<file path="src/rtl/uart_tx.sv">
// UART transmitter: start bit, LSB-first data, configurable stop bits.
// TXout and busy are registered and change on the same edges as the FSM.
module uart_tx #(
    parameter int dataWidth  = 8,
    parameter int stopBits   = 2,
    parameter int clksPerBit = 1
) (
    input  logic                 clk,
    input  logic                 rst,
    input  logic [dataWidth-1:0] dataIn,
    input  logic                 TXen,
    output logic                 TXout,
    output logic                 busy
);

    localparam int CNT_W = (clksPerBit > 1) ? $clog2(clksPerBit) : 1;
    localparam int IDX_W = (dataWidth  > 1) ? $clog2(dataWidth)  : 1;
    localparam int STP_W = (stopBits   > 1) ? $clog2(stopBits)   : 1;

    localparam logic [CNT_W-1:0] CNT_LAST = CNT_W'(clksPerBit - 1);
    localparam logic [IDX_W-1:0] IDX_LAST = IDX_W'(dataWidth - 1);
    localparam logic [STP_W-1:0] STP_LAST = STP_W'(stopBits - 1);

    typedef enum logic [1:0] {
        IDLE,
        START,
        DATA,
        STOP
    } state_t;

    state_t               state_reg, state_next;
    logic [dataWidth-1:0] shift_reg, shift_next;
    logic [CNT_W-1:0]     cnt_reg,   cnt_next;
    logic [IDX_W-1:0]     idx_reg,   idx_next;
    logic [STP_W-1:0]     stop_reg,  stop_next;
    logic                 tx_reg,    tx_next;
    logic                 busy_reg,  busy_next;
    logic                 bit_done;

    always_ff @(posedge clk or posedge rst) begin
        if (rst) begin
            state_reg <= IDLE;
            shift_reg <= '0;
            cnt_reg   <= '0;
            idx_reg   <= '0;
            stop_reg  <= '0;
            tx_reg    <= 1'b1;
            busy_reg  <= 1'b0;
        end else begin
            state_reg <= state_next;
            shift_reg <= shift_next;
            cnt_reg   <= cnt_next;
            idx_reg   <= idx_next;
            stop_reg  <= stop_next;
            tx_reg    <= tx_next;
            busy_reg  <= busy_next;
        end
    end

    assign bit_done = (cnt_reg == CNT_LAST);

    always_comb begin
        state_next = state_reg;
        shift_next = shift_reg;
        cnt_next   = cnt_reg;
        idx_next   = idx_reg;
        stop_next  = stop_reg;

        case (state_reg)
            IDLE: begin
                if (TXen) begin
                    state_next = START;
                    shift_next = dataIn;
                    cnt_next   = '0;
                    idx_next   = '0;
                    stop_next  = '0;
                end
            end
            START: begin
                if (bit_done) begin
                    cnt_next   = '0;
                    state_next = DATA;
                end else begin
                    cnt_next = cnt_reg + CNT_W'(1);
                end
            end
            DATA: begin
                if (bit_done) begin
                    cnt_next = '0;
                    if (idx_reg == IDX_LAST) begin
                        state_next = STOP;
                        stop_next  = '0;
                    end else begin
                        shift_next = shift_reg >> 1;
                        idx_next   = idx_reg + IDX_W'(1);
                    end
                end else begin
                    cnt_next = cnt_reg + CNT_W'(1);
                end
            end
            STOP: begin
                if (bit_done) begin
                    cnt_next = '0;
                    if (stop_reg == STP_LAST) begin
                        state_next = IDLE;
                    end else begin
                        stop_next = stop_reg + STP_W'(1);
                    end
                end else begin
                    cnt_next = cnt_reg + CNT_W'(1);
                end
            end
            default: state_next = IDLE;
        endcase
    end

    // Outputs are precomputed from the next state so the line flops switch
    // on the very edge that changes state, with no extra cycle of latency.
    always_comb begin
        case (state_next)
            START:   tx_next = 1'b0;
            DATA:    tx_next = shift_next[0];
            default: tx_next = 1'b1;
        endcase
        busy_next = (state_next != IDLE);
    end

    assign TXout = tx_reg;
    assign busy  = busy_reg;

endmodule

</file>
<file path="config.mk">
export PLATFORM = sky130hd
export DESIGN_NAME = uart_tx
export DESIGN_NICKNAME = d
export VERILOG_FILES = /design/src/rtl/uart_tx.sv
export SDC_FILE = /design/constraint.sdc
export NUM_CORES = 1
export LEC_CHECK = 0
export BUFFER_PORTS_ARGS = -buffer_cell sky130_fd_sc_hd__buf_4
export CORE_MARGIN = 2
export CORE_UTILIZATION = 24
export DETAILED_ROUTE_END_ITERATION = 12
export GPL_ROUTABILITY_DRIVEN = 0
export GPL_TIMING_DRIVEN = 0
export HOLD_SLACK_MARGIN = 0.05
export PLACE_DENSITY = 0.46
export SLEW_MARGIN = 5
export SYNTH_ARGS = -nofsm -noshare
export SYNTH_HDL_FRONTEND = slang
export SYNTH_SLANG_ARGS = --single-unit
export TNS_END_PERCENT = 1
</file>
<file path="constraint.sdc">
create_clock -name clk -period 1.6 [get_ports clk]
set_input_delay 0.16 -clock clk [delete_from_list [all_inputs] [get_ports clk]]
set_output_delay 0.16 -clock clk [all_outputs]
set_load 0.01 [all_outputs]
</file>
# Yosys cells after proc, flatten, opt, wreduce, memory -nomap -nowiden
# Cells that the tools add are included.
[word_totals] ramBits=0 latch_bits=0 reg_bits=17 out_inout_bits=2 romBits=0 inputBits=11 mem_count=0 word_cells=53
[classes] n_lt_le_gt_ge=0 addsub=3 div=0 muxes=24 n_shift=0 n_mul=0 n_reduce_logical=7 bitwise_logic=0 eq_ne=11
[ops] op="8-bit two-way mux" count=3
[ops] op="8-bit one-hot mux with 2 select lines" count=1
[ops] op="2-bit two-way mux" count=6
[ops] op="2-bit inequality test, second input constant" count=5
[ops] op="3-bit two-way mux" count=3
[ops] op="2-bit one-hot mux with 4 select lines" count=1
[ops] op="2-bit equality test, second input constant" count=3
[ops] op="1-bit two-way mux" count=6
[ops] op="3-bit one-hot mux with 2 select lines" count=1
[ops] op="5-bit AND reduction" count=1
[ops] op="2-bit by 1-bit equality test with 1-bit output, second input constant" count=2
[ops] op="1-bit one-hot mux with 2 select lines" count=2
[ops] op="4-bit AND reduction" count=1
[ops] op="2-bit nonzero test" count=2
[ops] op="3-bit by 1-bit adder with 3-bit output, second input constant" count=1
[ops] op="3-bit equality test, second input constant" count=1
[ops] op="1-bit one-hot mux with 3 select lines" count=1
[ops] op="3-bit nonzero test" count=1
[ops] op="3-bit OR reduction" count=1
[ops] op="1-bit adder, second input constant" count=2
[ops] op="2-bit logical NOT" count=1

# Logic depth before layout (Yosys ltp)
[depth] word_depth=6 mapped_depth=6 ltp_nobuf=5

# Worst setup path after synthesis
# Ideal clock, no wire load.
[synth_timing] path_type="reg-to-reg" from="reg idx_reg[0]" to="reg idx_reg[0]" arrival_ns=1.368 t_required_ns=1.475 stages_incl_launch_ff=6 n_path_buf=0 synth_period_minus_slack_ns=1.494 setup_ns=0.125 setup_slack_ns=0.106 cell_sequence="dfrtp_1 -> ha_1 -> ha_1 -> nor3b_4 -> nor2_4 -> mux2_4"
[synth_between] elab_chain_cells=4 word_cells_on_any_way=7 classes_between="add/sub (1); eq/ne (2); mux (3); reduce/logical (1)"
[synth_lines] element="start: declaration" line="34" rtl="logic [IDX_W-1:0] idx_reg, idx_next;"
[synth_lines] element="start signal: assignment" line="53" rtl="idx_reg <= idx_next;"
[synth_lines] element="3-bit by 1-bit adder with 3-bit output" line="95" rtl="idx_next = idx_reg + IDX_W'(1);"
[synth_lines] element="3-bit two-way mux" line="90" rtl="if (idx_reg == IDX_LAST) begin"
[synth_lines] element="3-bit two-way mux" line="88" rtl="if (bit_done) begin"
[synth_lines] element="3-bit one-hot mux with 2 select lines" line="69" rtl="case (state_reg)"
# Several ways; a longest one is shown, not always the timed one. The select of a mux whose other input is x is not followed.
# A chain may end at the register's enable or synchronous reset.

# Worst setup path after layout
# Ends and elaborated chain as after synthesis.

==> impl_metrics.ini <==
[outcome]
run_status = completed

[synthesis]
syn_avg_cell_area_um2 = 11.7
syn_inst = 67
synth_seq_cells = 16
ys_seq_area_frac = 0.511
ys_warn_count = 0
synthesis.nets = 81
yosys.cell_types.count = 23
synth_area_um2 = 786

[global_routing]
grt_max_degree = 17
grt_pass1_vias = 613
grt-ovfl-total = 0
grt_pass1_wl_um = 2640
gr-usage-all-layers = 0.0982
antenna_found_initial = 0

[die]
fp.coreArea_mm2 = 0.00308
die_width_um = 61.2
dieArea_mm2 = 0.00375
num_io_pins = 13
die_y_um = 61.2
initial_core_util = 0.255
rows = 20

[drt]
vias_per_cell = 4.29
routedWlPerCell_um = 11.6
vias = 570
wirelength_um = 1550
drt_pass1_iterations = 4
final_antenna_net_count = 0
drt_iter0_markers = 4
drc = 0

[cts]
cts_buffers = 3
clkTransAtPathRegs_ns = 0.09
cts_sinks = 16
h-tree-depth = 1
cts-root-buf = clkbuf_4
clock_latency_ns = 0.29
cts_tree = yes
cts.path.max_buffers = 2

[power_and_ir_drop]
p_leak_nw = 0.533
total_power_mw = 2.01
power.internal_mw = 1.30
swShare = 0.354
ir_worst_vdd_uv = 728
comb_power_share = 0.508
power_frac_seq = 0.359
clkPwrFrac = 0.133
p_sw_mw = 0.714
powerDensity_mw_per_mm2 = 1930

[place]
dp_hpwl_um = 1020
dpl_cell_area_um2 = 931
portBuffers = 12
dp_slack_ns = -0.0124

[layout]
largest_reg_flops = 8
n_fill_cell = 321
drive_above_1_share = 0.348
diodes = 0
final_design_area_no_fill_mm2 = 0.00105
synthToLayoutAreaGrowth_pct = 33.1
fin_nets = 104

[timing]
hold_viol = 0
timing.hold.ws_ns = 0.0995
fin_ws_ns = 0.0543
fmax_mhz = 647
fin_skew_ns = 0.000953
period_share = 0.966
layout_min_cycle_time_ns = 1.55
slew_headroom = 0.589
setup_viol = 0
report.final.slew_viol_count = 0
tightest_slew_ns = 0.616

[worst_setup_path]
required_ns = 1.78
end_kind = flop
crit_path_max_fanout = 5
arrival_ns = 1.73
critPathLaunchType = flop
critPathKind = reg -> reg

[worst_hold_path]
hold_path.class = in -> reg

[run]
maxCapViolCount = 0
## cells in the mapped netlist
cell      count  area [um^2]
inv_1         3         11.3
dfstp_2       1         26.3
a22o_1        7         61.3
nor2b_1       4         25.0
nand2b_1      1         6.26
o22ai_1       1         6.26
nand3_1       1         5.00
and3_1        2         12.5
nor2_1        2         7.51
a21oi_1       3         15.0
o21ai_0       4         20.0
nor3b_4       2         37.5
ha_1          3         37.5
buf_2         2         10.0
nand3b_1      1         7.51
nor2_4        1         11.3
a211oi_1      2         15.0
a21o_1        8         60.1
buf_4         1         7.51
and3b_1       1         8.76
dfrtp_1      15          375
mux2_4        1         15.0
nand2_1       1         3.75
## power groups by stage
stage / registers [mW] / clock network (mW) / logic, mW
5_1_grt: 0.753 / 0.297 / 1.18
3_3_place_gp: 0.720 / 0 / 0.837
4_1_cts: 0.709 / 0.281 / 0.884
6_report: 0.723 / 0.268 / 1.02
2_1_floorplan: 0.709 / 0 / 0.660
3_5_place_dp: 0.721 / 0 / 0.849
## cells in the final DEF, fill, tap and decap left out, drive strengths merged
cell type / count
and3: 2
nor2: 4
o21ai: 4
dfrtp: 15
a21oi: 3
and3b: 1
nand3b: 1
nand2: 1
inv: 3
dfstp: 1
ha: 3
o22ai: 1
buf: 19
a211oi: 2
a22o: 7
dlygate4sd3: 1
a21o: 8
nand2b: 1
nor3b: 2
nor2b: 4
nand3: 1
mux2: 1
clkbuf: 4
## worst paths after layout
check                                to  slack, ns  cells past startpoint         start
min reg2reg                shift_reg[1]       0.48                      1  shift_reg[1]
min in group asynchronous  state_reg[0]       0.50                      3           rst
max reg2reg                  idx_reg[0]       0.05                      6    idx_reg[0]
max                          idx_reg[0]       0.05                      6    idx_reg[0]
max in group asynchronous  shift_reg[2]       0.71                      3           rst
min                        shift_reg[7]        0.1                      2     dataIn[7]
## area by class of cell
| type | count | area, um^2 | share of cell area |
|---|---|---|---|
| inverters | 3 | 11.3 | 0.0108 |
| multi-input cells | 46 | 387 | 0.370 |
| well taps | 44 | 55.1 | 0.0526 |
| flip-flops and latches | 16 | 402 | 0.384 |
| plain buffers | 3 | 21.3 | 0.0203 |
| repair buffers | 17 | 134 | 0.128 |
| clock buffers | 4 | 36.3 | 0.0347 |
## stage by stage
step	TNS [ns]	utilization	cells
finish	0	0.340	133
global route	-0.0125	0.340	133
CTS	0	0.322	129
detailed placement	-0.0193	0.302	123
global placement	-0.0116	0.302	123
floorplan	0	-	67
## kinds of logic (layout without fill, tap and decap cells)
group | Yosys count | in the layout | share of synthesized area
AOI/OAI and AO/OA | 25 | 25 | 0.226
adders and majority gates | 3 | 3 | 0.0478
buffers and inverters | 6 | 27 | 0.0366
DFF | 16 | 16 | 0.511
muxes | 1 | 1 | 0.0191
and+or+nand+nor | 16 | 17 | 0.159
## worst max-delay path: stages (launching register included)
cell and delay (ns):
dfrtp_1 0.43, ha_4 0.19, ha_4 0.17, nor3b_4 0.15, buf_4 0.17, nor2_4 0.06
mux2_4 0.27
## routing by layer
metal	track usage	wire length [um]
met1	0.108	746
met2	0.172	708
met3	0.0483	81
met4	0.0186	10
met5	0	0
## timing repair
| action | 4_1_cts | 5_1_grt |
|---|---|---|
| hold endpoints to repair | 15 | 0 |
| buffers inserted | 1 | 2 |
| pin swaps | 2 | 3 |
| hold buffers | 1 | 0 |
| resized for setup | 2 | 5 |
| setup endpoints to repair | 9 | 9 |
| cloned | 0 | 2 |
Power figures use the tool's default switching activity.
